===== config.mk =====
export PLATFORM = sky130hd
export DESIGN_NAME = moore_seq_tx
export DESIGN_NICKNAME = d
export VERILOG_FILES = /design/src/rtl/moore_tx_pkg.sv /design/src/rtl/moore_seq_tx.sv
export SDC_FILE = /design/constraint.sdc
export NUM_CORES = 1
export LEC_CHECK = 0
export CAP_MARGIN = 0
export CORE_ASPECT_RATIO = 1.75
export CORE_MARGIN = 2
export CORE_UTILIZATION = 51
export CTS_CLUSTER_SIZE = 16
export DETAILED_ROUTE_END_ITERATION = 7
export GPL_TIMING_DRIVEN = 0
export HOLD_SLACK_MARGIN = 0.03
export PLACE_DENSITY_LB_ADDON = 0.25
export SLEW_MARGIN = 20
export SYNTH_ARGS = -nofsm -noshare
export SYNTH_HDL_FRONTEND = slang
export SYNTH_SLANG_ARGS = --single-unit

===== constraint.sdc =====
create_clock -name clk_i -period 2.3 [get_ports clk_i]
set_input_delay 0.46 -clock clk_i [delete_from_list [all_inputs] [get_ports clk_i]]
set_output_delay 0.46 -clock clk_i [all_outputs]
set_load 0.02 [all_outputs]

===== src/rtl/moore_tx_pkg.sv =====
// moore_tx_pkg: shared states and framing constants for the 1011 frame transmitter
package moore_tx_pkg;
    typedef enum logic [2:0] {TX_IDLE, TX_PRE, TX_PAY, TX_STUFF, TX_GUARD} tx_state_e;
    localparam logic [3:0] PREAMBLE      = 4'b1011;
    localparam int         PREAMBLE_LEN  = 4;
    localparam logic [2:0] STUFF_TRIGGER = 3'b101;
endpackage


===== src/rtl/moore_seq_tx.sv =====
// moore_seq_tx: bit-serial 1011-preamble frame transmitter with payload bit stuffing
module moore_seq_tx
    import moore_tx_pkg::*;
#(
    parameter int WIDTH = 8
) (
    input  logic             clk_i,
    input  logic             rst_ni,
    input  logic [WIDTH-1:0] data_i,
    input  logic             valid_i,
    output logic             ready_o,
    output logic             serial_o,
    output logic             stuff_o,
    output logic             busy_o,
    output logic             frame_done_o
);
    localparam int CW = $clog2(WIDTH + 1);
    localparam int SW = WIDTH + PREAMBLE_LEN - 1;
    tx_state_e         state_q, state_d;
    logic [SW-1:0]     sr_q, sr_d;
    logic [CW-1:0]     cnt_q, cnt_d;
    logic [1:0]        pre_q, pre_d;
    logic [2:0]        hist_q, hist_d;
    logic              serial_q, serial_d;
    logic              stuff_q, stuff_d;
    logic              done_q, done_d;
    assign ready_o      = state_q == TX_IDLE;
    assign busy_o       = state_q != TX_IDLE;
    assign serial_o     = serial_q;
    assign stuff_o      = stuff_q;
    assign frame_done_o = done_q;
    // Pick the next state together with the line bit it drives, so serial_o always shows the bit of state_q
    always_comb begin
        state_d  = state_q;
        sr_d     = sr_q;
        cnt_d    = cnt_q;
        pre_d    = pre_q;
        serial_d = 1'b0;
        stuff_d  = 1'b0;
        done_d   = 1'b0;
        if (state_q == TX_IDLE) begin
            if (valid_i) begin
                state_d  = TX_PRE;
                serial_d = PREAMBLE[PREAMBLE_LEN-1];
                sr_d     = {PREAMBLE[PREAMBLE_LEN-2:0], data_i};
                cnt_d    = CW'(WIDTH);
                pre_d    = 2'd0;
            end
        end else if (state_q == TX_GUARD) begin
            state_d = TX_IDLE;
        end else if (state_q == TX_PRE && pre_q != 2'(PREAMBLE_LEN - 1)) begin
            serial_d = sr_q[SW-1];
            sr_d     = {sr_q[SW-2:0], 1'b0};
            pre_d    = pre_q + 2'd1;
        end else if (cnt_q == '0) begin
            state_d = TX_GUARD;
            done_d  = 1'b1;
        end else if (hist_q == STUFF_TRIGGER) begin
            state_d = TX_STUFF;
            stuff_d = 1'b1;
        end else begin
            state_d  = TX_PAY;
            serial_d = sr_q[SW-1];
            sr_d     = {sr_q[SW-2:0], 1'b0};
            cnt_d    = cnt_q - CW'(1);
        end
        hist_d = {hist_q[1:0], serial_d};
    end
    // State and registered line outputs; reset aborts any frame at once
    always_ff @(posedge clk_i or negedge rst_ni) begin
        if (!rst_ni) begin
            state_q  <= TX_IDLE;
            sr_q     <= '0;
            cnt_q    <= '0;
            pre_q    <= '0;
            hist_q   <= '0;
            serial_q <= 1'b0;
            stuff_q  <= 1'b0;
            done_q   <= 1'b0;
        end else begin
            state_q  <= state_d;
            sr_q     <= sr_d;
            cnt_q    <= cnt_d;
            pre_q    <= pre_d;
            hist_q   <= hist_d;
            serial_q <= serial_d;
            stuff_q  <= stuff_d;
            done_q   <= done_d;
        end
    end
endmodule

# ---- After elaboration in Yosys (flattened, before gate mapping)
# Cells that the tools add are included.
dict set report classes {
  add_sub_neg 2
  mux 37
  n_eq_ne 12
  n_reduce_logical 9
}
# cell count
set ops {}
lappend ops {{11-bit 2-to-1 mux} 6}
lappend ops {{4-bit 2-to-1 mux} 6}
lappend ops {{1-bit 2-to-1 mux} 16}
lappend ops {{3-bit 2-to-1 mux} 5}
lappend ops {{2-bit inequality test, second input constant} 6}
lappend ops {{3-bit inequality test, second input constant} 3}
lappend ops {{2-bit 2-to-1 mux} 4}
lappend ops {{3-bit == test, second input constant} 2}
lappend ops {{5-bit AND reduction} 1}
lappend ops {{4-bit logical NOT} 1}
lappend ops {{4-bit AND reduction} 1}
lappend ops {{4-bit by 1-bit subtractor with 4-bit output, second input constant} 1}
lappend ops {{3-bit by 1-bit == test with 1-bit output, second input constant} 1}
lappend ops {{3-bit logical NOT} 1}
lappend ops {{3-bit AND reduction} 1}
lappend ops {{3-bit nonzero test} 1}
lappend ops {{2-bit by 1-bit adder with 2-bit output, second input constant} 1}
lappend ops {{2-bit AND reduction} 1}
lappend ops {{2-bit nonzero test} 1}
lappend ops {{1-bit logical AND} 1}
dict set report totals {
  output_inout_bits 5
  regBits 26
}

# ---- Logic depth before layout (Yosys ltp)
# Gate-level depths: netlist (run 1).
dict set report logic_depth {
  depth_word 6
  ltp_mapped 8
  mapped_depth_nobuf 6
}

# ---- Worst setup path before layout (run 1)
# No wires, ideal clock.
dict set report synth_path {
  kind {register -> register}
  startpoint {register state_q[1]}
  endpoint {register sr_q[7]}
  arrival_ns 1.818
  synth_period_minus_slack_ns 1.943
  path_buffers 1
  slack_ns 0.357
  setup_ns 0.125
  t_required_ns 2.175
  stages_incl_launch_ff 6
  cell_sequence {dfrtp_1 -> nor3_2 -> and2_1 -> buf_2 -> mux2_2 -> mux2_4}
}
dict set report synth_via {
  elab_cells_between_ends 12
  cone_classes {eq/ne: 6; mux: 3; reduce/logical: 3}
}
# element line_no
set synth_rtl {}
lappend synth_rtl {{start: declaration} moore_seq_tx.sv:19} ;# tx_state_e state_q, state_d;
lappend synth_rtl {{start signal: assignment} moore_seq_tx.sv:81} ;# state_q <= state_d;
lappend synth_rtl {{3-bit logical NOT (*)} n/a}
lappend synth_rtl {{named net ready_o} moore_seq_tx.sv:11} ;# output logic ready_o,
lappend synth_rtl {{3-bit inequality test (no line) or 2-bit inequality test (tied branches)} n/a}
lappend synth_rtl {{4-bit AND reduction (no line)} n/a}
lappend synth_rtl {{end signal: assignment} moore_seq_tx.sv:82} ;# sr_q <= sr_d;
lappend synth_rtl {{end: declaration} moore_seq_tx.sv:20} ;# logic [SW-1:0] sr_q, sr_d;
# The timed path passes the listed nets; every way through them passes the cells marked *. The select of a mux whose other input is x is not followed.
# A chain may end at the register's enable or synchronous reset.

# ---- Final worst setup path (run 1)
dict set report layout_path {
  startpoint {register state_q[1]}
  endpoint {output port ready_o}
}
dict set report layout_via {
  elab_chain_cells 1
}
# element line_no
set layout_rtl {}
lappend layout_rtl {{3-bit logical NOT} moore_seq_tx.sv:27} ;# assign ready_o = state_q == TX_IDLE;
lappend layout_rtl {{end: declaration} moore_seq_tx.sv:11}
# No other way between the ends.

==> impl_results.rst, run 1 <==
.. list-table::
   :header-rows: 1

   * - Metric
     - Value
   * - Outcome
     - completed
   * - Setup Buffers After CTS
     - 0
   * - GR Layer Usage met2
     - 34.13%
   * - Worst EP required
     - 1.84 ns
   * - Most instantiated flip-flop cell in the synthesis netlist
     - sky130_fd_sc_hd__dfrtp_1
   * - Share of synthesized registers carrying an async set or reset
     - 100.0%
   * - Post-detailed-route via-to-cell ratio
     - 5.653
   * - Routability congestion estimate
     - 0.7225
   * - Syn Inst Count
     - 100
   * - Initial Utilization
     - 53.29%
   * - Number of I/O pins
     - 16
   * - IO buf count
     - 15
   * - Cell type contributing the most total cell area after synthesis
     - sky130_fd_sc_hd__dfrtp_1
   * - P per Cell Area
     - 1428 nW/um^2
   * - Maximum fanout along the worst path
     - 6
   * - Global-route wire length before repair
     - 3774 microns
   * - Final hold vios
     - 0
   * - Synthesized area
     - 1196 sq um
   * - Pin count of the biggest net entering global routing
     - 26
   * - Number of global-route vias before repair
     - 865
   * - Internal power
     - 0.001294 W
   * - Post-synthesis cell type count
     - 33
   * - Final Cell Area
     - 1419 sq um
   * - Critical R2R Capture
     - sr_q[7]
   * - Clk_skew
     - 0.003476 ns
   * - Synthesized netlist net count
     - 114
   * - Fraction of layout instances using a drive strength above 1
     - 21.85%
   * - Sort of element at the end of the critical path
     - primary output
   * - Dpl cell area
     - 1378 sq um
   * - # rows
     - 23
   * - DRT antenna net count
     - 0
   * - Aggregate global-route resource usage
     - 20.67%
   * - Crit start category
     - flop
   * - Met1 layer usage reported by global route
     - 23.86%
   * - Vias
     - 814
   * - R2R Path Start
     - cnt_q[0]
   * - Count of final max-slew check failures
     - 0
   * - Count of yosys warnings during synthesis
     - 0
   * - Core Region
     - 2245 sq um
   * - Max Fclk
     - 469.8 MHz
   * - Total iterations of the first detailed-routing run
     - 2
   * - Number of CTS-inserted buffers
     - 3
   * - Met3 capacity usage during global routing
     - 4.870%
   * - Height of the chip
     - 68.07 microns
   * - Number of max-cap violations
     - 0
   * - Die W
     - 40.61 microns
   * - Drt wl/cell
     - 15.15 microns
   * - Fraction of post-synthesis cell area in the top cell type by area
     - 52.30%
   * - Cell with the most instances after synthesis
     - sky130_fd_sc_hd__dfrtp_1
   * - Aggregate routed wire length
     - 2181 microns
   * - Setup repair after global routing missed its margin
     - false
   * - Number of filler cells placed in the layout
     - 198
   * - GRT overflow
     - 0
   * - Final antenna diode count
     - 0
   * - Number of remaining DRC errors
     - 0
   * - Arrival time worst endpoint
     - 1.67 ns
   * - Number of synthesized register bits
     - 25
   * - Cell at the root of the clock tree
     - sky130_fd_sc_hd__clkbuf_8
   * - Period utilization
     - 92.55%
   * - Die area
     - 2764 sq um
   * - Number of buffers added to fix hold violations after cts
     - 0
   * - Hold Path Class
     - in2async
   * - Clock period minus worst slack
     - 2.129 ns
   * - Initial drt markers
     - 10
   * - Number of failing setup endpoints in the final timing report
     - 0
   * - Register-to-register path setup slack
     - 0.36 ns
   * - Placed wire-length estimate
     - 1642 microns
   * - Comb power frac
     - 49.3%
   * - Latest clock arrival within the worst-skew pair
     - 0.27 ns
   * - CTS sink cnt
     - 25
   * - Total net switching power
     - 0.0007323 W
   * - Count of flip-flops with a built-in enable after synthesis
     - 0
   * - Maximum vdd drop
     - 847.8 uV
   * - Number of nets in the layout
     - 134
   * - Clock share of power
     - 12.9%
   * - Critical path start-end classification
     - reg2out
   * - Gr busiest metal
     - met2
   * - CTS tree
     - yes
   * - Biggest area contributors in the synthesized netlist
     - sky130_fd_sc_hd__dfrtp_1, sky130_fd_sc_hd__mux2_2, sky130_fd_sc_hd__mux2_4
   * - Worst slew margin relative to its limit
     - 62.55%
   * - Post_cts resized
     - 0
   * - Total Neg Setup Slack
     - 0 ns
   * - Sequential cell area fraction in the yosys report
     - 52.30%
   * - Transition at the pin with the smallest max-transition slack
     - 0.5617 ns
   * - Antenna violations before repair
     - 0
   * - Static power due to leakage
     - 0.6532 nW
   * - Switching portion of total power
     - 36.14%
   * - Bufs on Longest Clock Path
     - 2
   * - Fraction of power consumed by sequential logic
     - 37.7%
   * - CTS clock-pin slew for the worst setup and hold paths
     - 0.08 ns
   * - Post-synth top cells
     - sky130_fd_sc_hd__dfrtp_1, sky130_fd_sc_hd__nand2_1, sky130_fd_sc_hd__mux2_2, sky130_fd_sc_hd__nor2_1, sky130_fd_sc_hd__inv_1
   * - Path depth of the worst reg2reg path
     - 8
   * - Mean instance size in the synthesized netlist
     - 11.96 sq um
   * - Total number of H-tree levels
     - 1
   * - Layout overhead on the synthesized area
     - 18.62%
-- logic make-up after synthesis --
group | Yosys count | synth area share [%]
AND/OR/NAND/NOR | 31 | 14.33
multiplexers | 17 | 17.26
adder cells (fa/ha/maj) | 3 | 3.138
AO/OA/AOI/OAI | 15 | 9.310
flip-flops | 25 | 52.30
buffers and inverters | 9 | 3.661
-- registers in the layout, indices dropped and copies added, names as in the netlist --
name,flops
stuff_o,1
sr_q,11
state_q,3
cnt_q,4
frame_done_o,1
hist_q,3
pre_q,2
-- how the worst max path moves through the flow --
stage | endpoint | cells past startpoint | slack, ns | from
2_1_floorplan | sr_q[7] | 5 | 0.36 | state_q[1]
3_5_place_dp | sr_q[7] | 5 | 0.22 | valid_i
5_1_grt | ready_o | 2 | 0.09 | state_q[1]
4_1_cts | ready_o | 2 | 0.15 | state_q[1]
6_report | ready_o | 2 | 0.17 | state_q[1]
3_3_place_gp | sr_q[7] | 5 | 0.26 | valid_i
-- cell type report --
type	count	area [sq um]	share of cell area, %
Timing Repair Buffer	15	145.1	10.23
Clock inverter	1	5.005	0.3527
Tap cell	25	31.28	2.205
Clock buffer	3	41.29	2.910
Sequential cell	25	625.6	44.09
Multi-Input combinational cell	66	526.8	37.13
Buffer	3	21.27	1.499
Inverter	6	22.52	1.587
-- stage by stage --
| stage | total power (W) | hold slack (ns) | worst slack (ns) | util [%] | cells |
|---|---|---|---|---|---|
| 2_1_floorplan | 0.001522 | 0.1644 | 0.3571 | - | 100 |
| 3_3_place_gp | 0.001736 | 0.3653 | 0.2590 | 61.37 | 140 |
| 3_5_place_dp | 0.001782 | 0.3777 | 0.2229 | 61.37 | 140 |
| 4_1_cts | 0.002051 | 0.3964 | 0.1501 | 63.43 | 144 |
| 5_1_grt | 0.002185 | 0.2098 | 0.08626 | 63.21 | 144 |
| 6_report | 0.002026 | 0.1648 | 0.1714 | 63.21 | 144 |
-- worst max-delay path, cell delays in order, from the launching register on --
cell                              delay, ns
sky130_fd_sc_hd__dfrtp_1               0.46
sky130_fd_sc_hd__nor3_2                0.28
sky130_fd_sc_hd__clkdlybuf4s50_1       0.66
-- cell usage in the layout, fill, tap and decap left out, types with 2 or more instances in the layout --
| cell type | synthesis | routed |
|---|---|---|
| sky130_fd_sc_hd__buf_2 | 2 | 3 |
| sky130_fd_sc_hd__clkbuf_8 | 0 | 3 |
| sky130_fd_sc_hd__clkdlybuf4s50_1 | 0 | 14 |
| sky130_fd_sc_hd__dfrtp_1 | 25 | 25 |
| sky130_fd_sc_hd__ha_1 | 3 | 3 |
| sky130_fd_sc_hd__inv_1 | 6 | 6 |
| sky130_fd_sc_hd__mux2_1 | 2 | 2 |
| sky130_fd_sc_hd__mux2_2 | 7 | 7 |
| sky130_fd_sc_hd__mux2_4 | 5 | 5 |
| sky130_fd_sc_hd__mux2i_1 | 3 | 3 |
| sky130_fd_sc_hd__nand2_1 | 8 | 8 |
| sky130_fd_sc_hd__nand3_1 | 4 | 4 |
| sky130_fd_sc_hd__nor2_1 | 7 | 7 |
| sky130_fd_sc_hd__nor3_1 | 3 | 3 |
| sky130_fd_sc_hd__o21a_1 | 2 | 2 |
| sky130_fd_sc_hd__o21ai_0 | 4 | 4 |
-- routing by layer --
metal	share of wire [%]	routed length, microns
met5	0	0
met2	58	1255
met4	2.2	48
met3	2.8	61
met1	37	815
-- power groups by stage --
stage               combinational (W)  sequential [W]  clock [W]
floorplan                    0.000770        0.000752          0
global placement             0.000972        0.000764          0
global route                  0.00111        0.000792   0.000283
CTS                           0.00101        0.000766   0.000270
finish                       0.000999        0.000765   0.000262
detailed placement            0.00101        0.000776          0
Power figures use the tool's default switching activity.
==> run 2, diff against run 1 <==
clock period = 2.8 ns   (was 2.3 ns; I/O delays follow)
==> results of run 2 <==
Same layout as run 1 (identical final DEF). Status: completed.
Main changes from that run: setup slack after placement 0.2229 ns -> 0.6229 ns; setup slack after layout 0.1714 ns -> 0.5714 ns; hold slack 0.1648 ns -> 0.2648 ns; register-to-register setup slack 0.36 ns -> 0.86 ns; total power 0.002026 W -> 0.001664 W; worst IR drop on VDD 847.8 uV -> 696.4 uV
==> run 3, diff against run 2 <==
clock period = 2.3 ns   (was 2.8 ns; I/O delays follow)
==> results of run 3 <==
The final DEF is identical to that of run 1; final timing and power are the same.
==> edit 1: new RTL, settings of run 3 <==
Encoding of `tx_state_e`: now one-hot (5 bits for 5 states).
--- a/src/rtl/moore_tx_pkg.sv
+++ b/src/rtl/moore_tx_pkg.sv
@@ -1,6 +1,6 @@
 // moore_tx_pkg: shared states and framing constants for the 1011 frame transmitter
 package moore_tx_pkg;
-    typedef enum logic [2:0] {TX_IDLE, TX_PRE, TX_PAY, TX_STUFF, TX_GUARD} tx_state_e;
+    typedef enum logic [4:0] {TX_IDLE = 5'b00001, TX_PRE = 5'b00010, TX_PAY = 5'b00100, TX_STUFF = 5'b01000, TX_GUARD = 5'b10000} tx_state_e;
     localparam logic [3:0] PREAMBLE      = 4'b1011;
     localparam int         PREAMBLE_LEN  = 4;
     localparam logic [2:0] STUFF_TRIGGER = 3'b101;
Function: no difference found for any inputs over 10 cycles, from zero or initial values and one cycle with rst_ni low; not proved beyond that.
==> edit 1 against run 3 <==
  * Final area is 19% higher
  * Utilization is 0.33 points lower
  * Synthesized area is 21% higher
  * Wire length is 27% higher
  * Count of clock-buffer cells in the layout is 1 higher
  * Critical path type is now flip-flop to flip-flop
  * Sequential cell count is 2 higher
  * Setup slack worse by 0.10 ns
Power is not compared: it rests on default switching activity, and its combinational part moved more than twofold at a synthesized area within 25%.
==> edit 1: results (changes against run 3) <==
| Metric | Value |
|---|---|
| Synth top area cells | `dfrtp_1 45%, mux2_4 9.4%, mux2_2 6.3%, mux2i_1 2.8%, ha_1 2.6%` |
| Outcome | `complete, no violations` |
| Storage element area | `677 um2 (+8.2%)` |
| Arr. time, crit path | `2.39 ns (+0.72 ns)` |
| Final Non-Filler Cells | `167 (+16%)` |
| Adder-Cell Fraction of Synth Area | `0.0260 (-0.00534)` |
| CP top delay family | `simple AND/OR/NAND/NOR gates` |
| Distinct cells, synth | `44 (+33%)` |
| Max FO, Critical Path | `10 (+4)` |
| Slowest-stage cell, CP | `or4b_4` |
| TritonRoute pass-1 iters | `4 (+2)` |
| Cell Area, Placed | `1620 um2 (+18%)` |
| Clk_skew | `0.00447 ns (+0.000992 ns)` |
| Met2 Wirelength | `1550 um (+23%)` |
| Compound-Gate Fraction of Synth Area | `0.118 (+0.0250)` |
| Met1 Wirelength | `1140 um (+40%)` |
| Seq cells post-synth | `27 (+8.0%)` |
| Layout cells sized above 1 | `0.264 (+0.0458)` |
| Worst slew pin tran | `0.620 ns (+0.0588 ns)` |
| Multi-input gate share of the layout cell area | `0.424 (+0.0526)` |
| Inverter count | `7 (+1)` |
| #MultiIn Comb | `81 (+23%)` |
| First-pass GRT wire length | `4850 um (+29%)` |
| Largest net degree at the start of global routing | `28 (+7.7%)` |
| GPL Wtd Cong | `0.831 (+15%)` |
| Vias in the first global route | `1,082 (+25%)` |
| Dpl ws | `-0.247 ns (-0.470 ns)` |
| Met2 Use GR | `0.359 (+0.0182)` |
| Met1 Use GR | `0.234 (-0.00491)` |
| GR Layer Usage met3 | `0.0218 (-0.0269)` |
| Total Die Area | `3280 um2 (+19%)` |
| Post-layout util | `0.629 (-0.00327)` |
| Clock buf count | `4 (+1)` |
| Xor/xnor share of the synthesized area | `0.00608 (+0.00608)` |
| Fill count | `226 (+14%)` |
==> edit 1: path summary, 6_finish.rpt <==
path                       slack [ns]              endpoint            startpoint  cells past startpoint
setup / recovery                 0.07   sr_q[2]$_DFFE_PN0P_  pre_q[0]$_DFFE_PN0P_                      6
hold / removal                   0.19  cnt_q[0]$_DFFE_PN0P_                rst_ni                      1
setup reg to reg                 0.07   sr_q[2]$_DFFE_PN0P_  pre_q[0]$_DFFE_PN0P_                      6
hold reg to reg                  0.40   hist_q[2]$_DFF_PN0_   hist_q[1]$_DFF_PN0_                      0
max in group asynchronous        1.70   sr_q[3]$_DFFE_PN0P_                rst_ni                      1
min in group clk_i               0.40   hist_q[2]$_DFF_PN0_   hist_q[1]$_DFF_PN0_                      0
==> edit 1: timing repair <==
item                                    CTS  global route
resized for setup                         6             1
endpoints found under the setup margin    2             9
pin swaps                                 1             0
buffers inserted                          1             0
==> edit 2: new RTL, settings of run 3 <==
Made on the original files. The parameter `WIDTH` goes from 8 to 16.
--- a/src/rtl/moore_seq_tx.sv
+++ b/src/rtl/moore_seq_tx.sv
@@ -2,7 +2,7 @@
 module moore_seq_tx
     import moore_tx_pkg::*;
 #(
-    parameter int WIDTH = 8
+    parameter int WIDTH = 16
 ) (
     input  logic             clk_i,
     input  logic             rst_ni,
Ports: changed (resized data_i); port bits go from 16 to 24. The function was not compared with the original's and may differ.
==> edit 2 against run 3 <==
  * Register-to-register slack worse by 0.24 ns
  * Maximum frequency is 3.9% lower
  * Final area is 47% higher
  * Setup slack worse by 0.087 ns
  * Worst hold slack worse by 0.056 ns
  * Sequential cell count is 9 higher
  * Wire length is 52% higher
  * Power is 52% higher
  * Synthesized area is 40% higher
==> edit 2: results (changes against run 3) <==
| Metric | Value |
|---|---|
| Outcome | `complete, no violations` |
| Most frequent cells after synthesis | `52 x nand2_1, 34 x dfrtp_1, 10 x mux2_2` |
| Nets | `216 (+61%)` |
| Distinct cells, synth | `32 (-3.0%)` |
| Via-to-Cell Ratio | `5.25 (-7.2%)` |
| Worst hold path type | `primary input to asynchronous set/reset pin` |
| Fill count | `268 (+35%)` |
| Slew margin rel. | `0.671 (+0.0455)` |
| Worst-path clk slew | `0.07 ns` |
| Reg2reg end | `sr_q[14]$_DFFE_PN0P_` |
| CTS Root Cell | `clkbuf_8` |
| Dpl hpwl | `2500 um (+52%)` |
| ANT cells | `0 (unchanged)` |
| TritonRoute pass-1 iters | `4 (+2)` |
| Dpl ws | `-0.282 ns (-0.505 ns)` |
| Adder-Cell Fraction of Synth Area | `0.0150 (-0.0164)` |
| Slowest-stage cell, CP | `dfrtp_1` |
| Clk_skew | `0.00846 ns (+0.00498 ns)` |
| Reg2reg setup slack | `0.12 ns (-0.24 ns)` |
| Leak | `1.04 nW (+59%)` |
| Worst VDD drop | `0.746 mV (-12%)` |
| Arr. time, crit path | `1.76 ns (+0.09 ns)` |
| Largest net degree at the start of global routing | `19 (-27%)` |
| GPL Wtd Cong | `0.838 (+16%)` |
| Layout cells sized above 1 | `0.230 (+0.0111)` |
| Xor/xnor share of the synthesized area | `0 (unchanged)` |
| CP top delay family | `buffers and inverters` |
| H-tree lvl count | `2 (+1)` |
| Gr usage total | `0.213 (+0.00661)` |
| Crit-path max cell delay | `0.45 ns (-0.21 ns)` |
| Sequential-to-total area share from yosys stat | `0.509 (-0.0140)` |
| Largest regs | `sr_q: 19 flops, cnt_q: 5 flops` |
| Reg2Reg Depth | `9 (+1)` |
| Post-Syn Nets | `184 (+61%)` |
| Mux share of post-synthesis cell area | `0.148 (-0.0244)` |
| First-pass GRT wire length | `5720 um (+52%)` |
| Maximum clock path buffer count | `2 (unchanged)` |
| Post-Route WL | `3330 um (+52%)` |
| Asr flop ratio synth | `1.00 (unchanged)` |
| Num CTS Buffers | `5 (+2)` |
| Yosys warning count | `0 (unchanged)` |
| Worst skew pair latency | `0.29 ns (+0.02 ns)` |
| Synth top area cells | `dfrtp_1 51%, nand2_1 12%, mux2_2 6.7%, mux2_4 6.3%, mux2i_1 1.8%` |
| Max FO, Critical Path | `10 (+4)` |
| Compound-Gate Fraction of Synth Area | `0.0831 (-0.0100)` |
| PortBufs | `23 (+8)` |
| Main synth FF type | `dfrtp_1` |
| Vias in the first global route | `1,301 (+50%)` |
| WHS | `0.109 ns (-0.0563 ns)` |
| Initial antenna violation count | `0 (unchanged)` |
| Reg2reg start | `cnt_q[0]$_DFFE_PN0P_` |
| Starting DRC count in detailed routing | `22 (+12)` |
-- edit 2: metrics by stage --
stage,instance area [um2],std cells,power [mW]
2_1_floorplan,1670,163,2.23
3_3_place_gp,1960,229,2.52
3_5_place_dp,1980,230,2.62
4_1_cts,2070,237,3.09
5_1_grt,2090,239,3.34
6_report,2090,239,3.08
-- edit 2: worst max-delay path by stage --
stage,from,slack (ns),to,cells after the start
global route,state_q[1]$_DFFE_PN0P_,0.01,ready_o,4
detailed placement,state_q[2]$_DFFE_PN0P_,-0.28,ready_o,5
floorplan,cnt_q[0]$_DFFE_PN0P_,0.31,sr_q[10]$_DFFE_PN0P_,9
finish,state_q[2]$_DFFE_PN0P_,0.08,ready_o,4
global placement,state_q[2]$_DFFE_PN0P_,-0.26,ready_o,5
CTS,state_q[2]$_DFFE_PN0P_,0.02,busy_o,3
-- edit 2: cell type report --
cell class	count	area (um2)	area share
clock inverter	1	5.00	0.00239
buffer	6	60.1	0.0287
tap	43	53.8	0.0257
clock buffer	7	86.3	0.0413
timing repair buffer	26	268	0.128
sequential	34	852	0.408
multi-input combinational	114	736	0.352
inverter	8	30.0	0.0144
-- edit 2: routing by layer --
layer | track usage | wire length [um] | vias to the layer above | share of wire
met5 | 0 | 0 | - | 0
met4 | 0.117 | 119 | 0 | 0.036
met3 | 0.0498 | 129 | 10 | 0.039
met2 | 0.358 | 1830 | 29 | 0.55
met1 | 0.231 | 1240 | 608 | 0.37
li1 | - | - | 607 | -
-- edit 2: kinds of logic after synthesis --
kind of cell,after synthesis
simple gates,71
flops,34
compound gates,21
mux,20
buf+inv,15
fa+ha+maj,2
-- edit 2: power by group --
part           internal, mW  switching, mW
registers             0.886          0.189
logic                 0.822          0.742
clock network         0.241          0.204
total                  1.95           1.13
-- edit 2: worst reg2reg max path, cell delays in order (launching register included) --
cell	delay, ns
dfrtp_1	0.40
inv_1	0.07
ha_1	0.21
nor4b_4	0.37
nor2b_2	0.08
buf_6	0.15
o32a_2	0.18
buf_6	0.16
buf_12	0.16
mux2_4	0.30
-- edit 2: what timing repair did --
| action | CTS | global route |
|---|---|---|
| setup buffers | 0 | 2 |
| gates cloned | 0 | 0 |
| endpoints found under the setup margin | 2 | 2 |
| pin swaps | 0 | 1 |
| resized for setup | 8 | 2 |
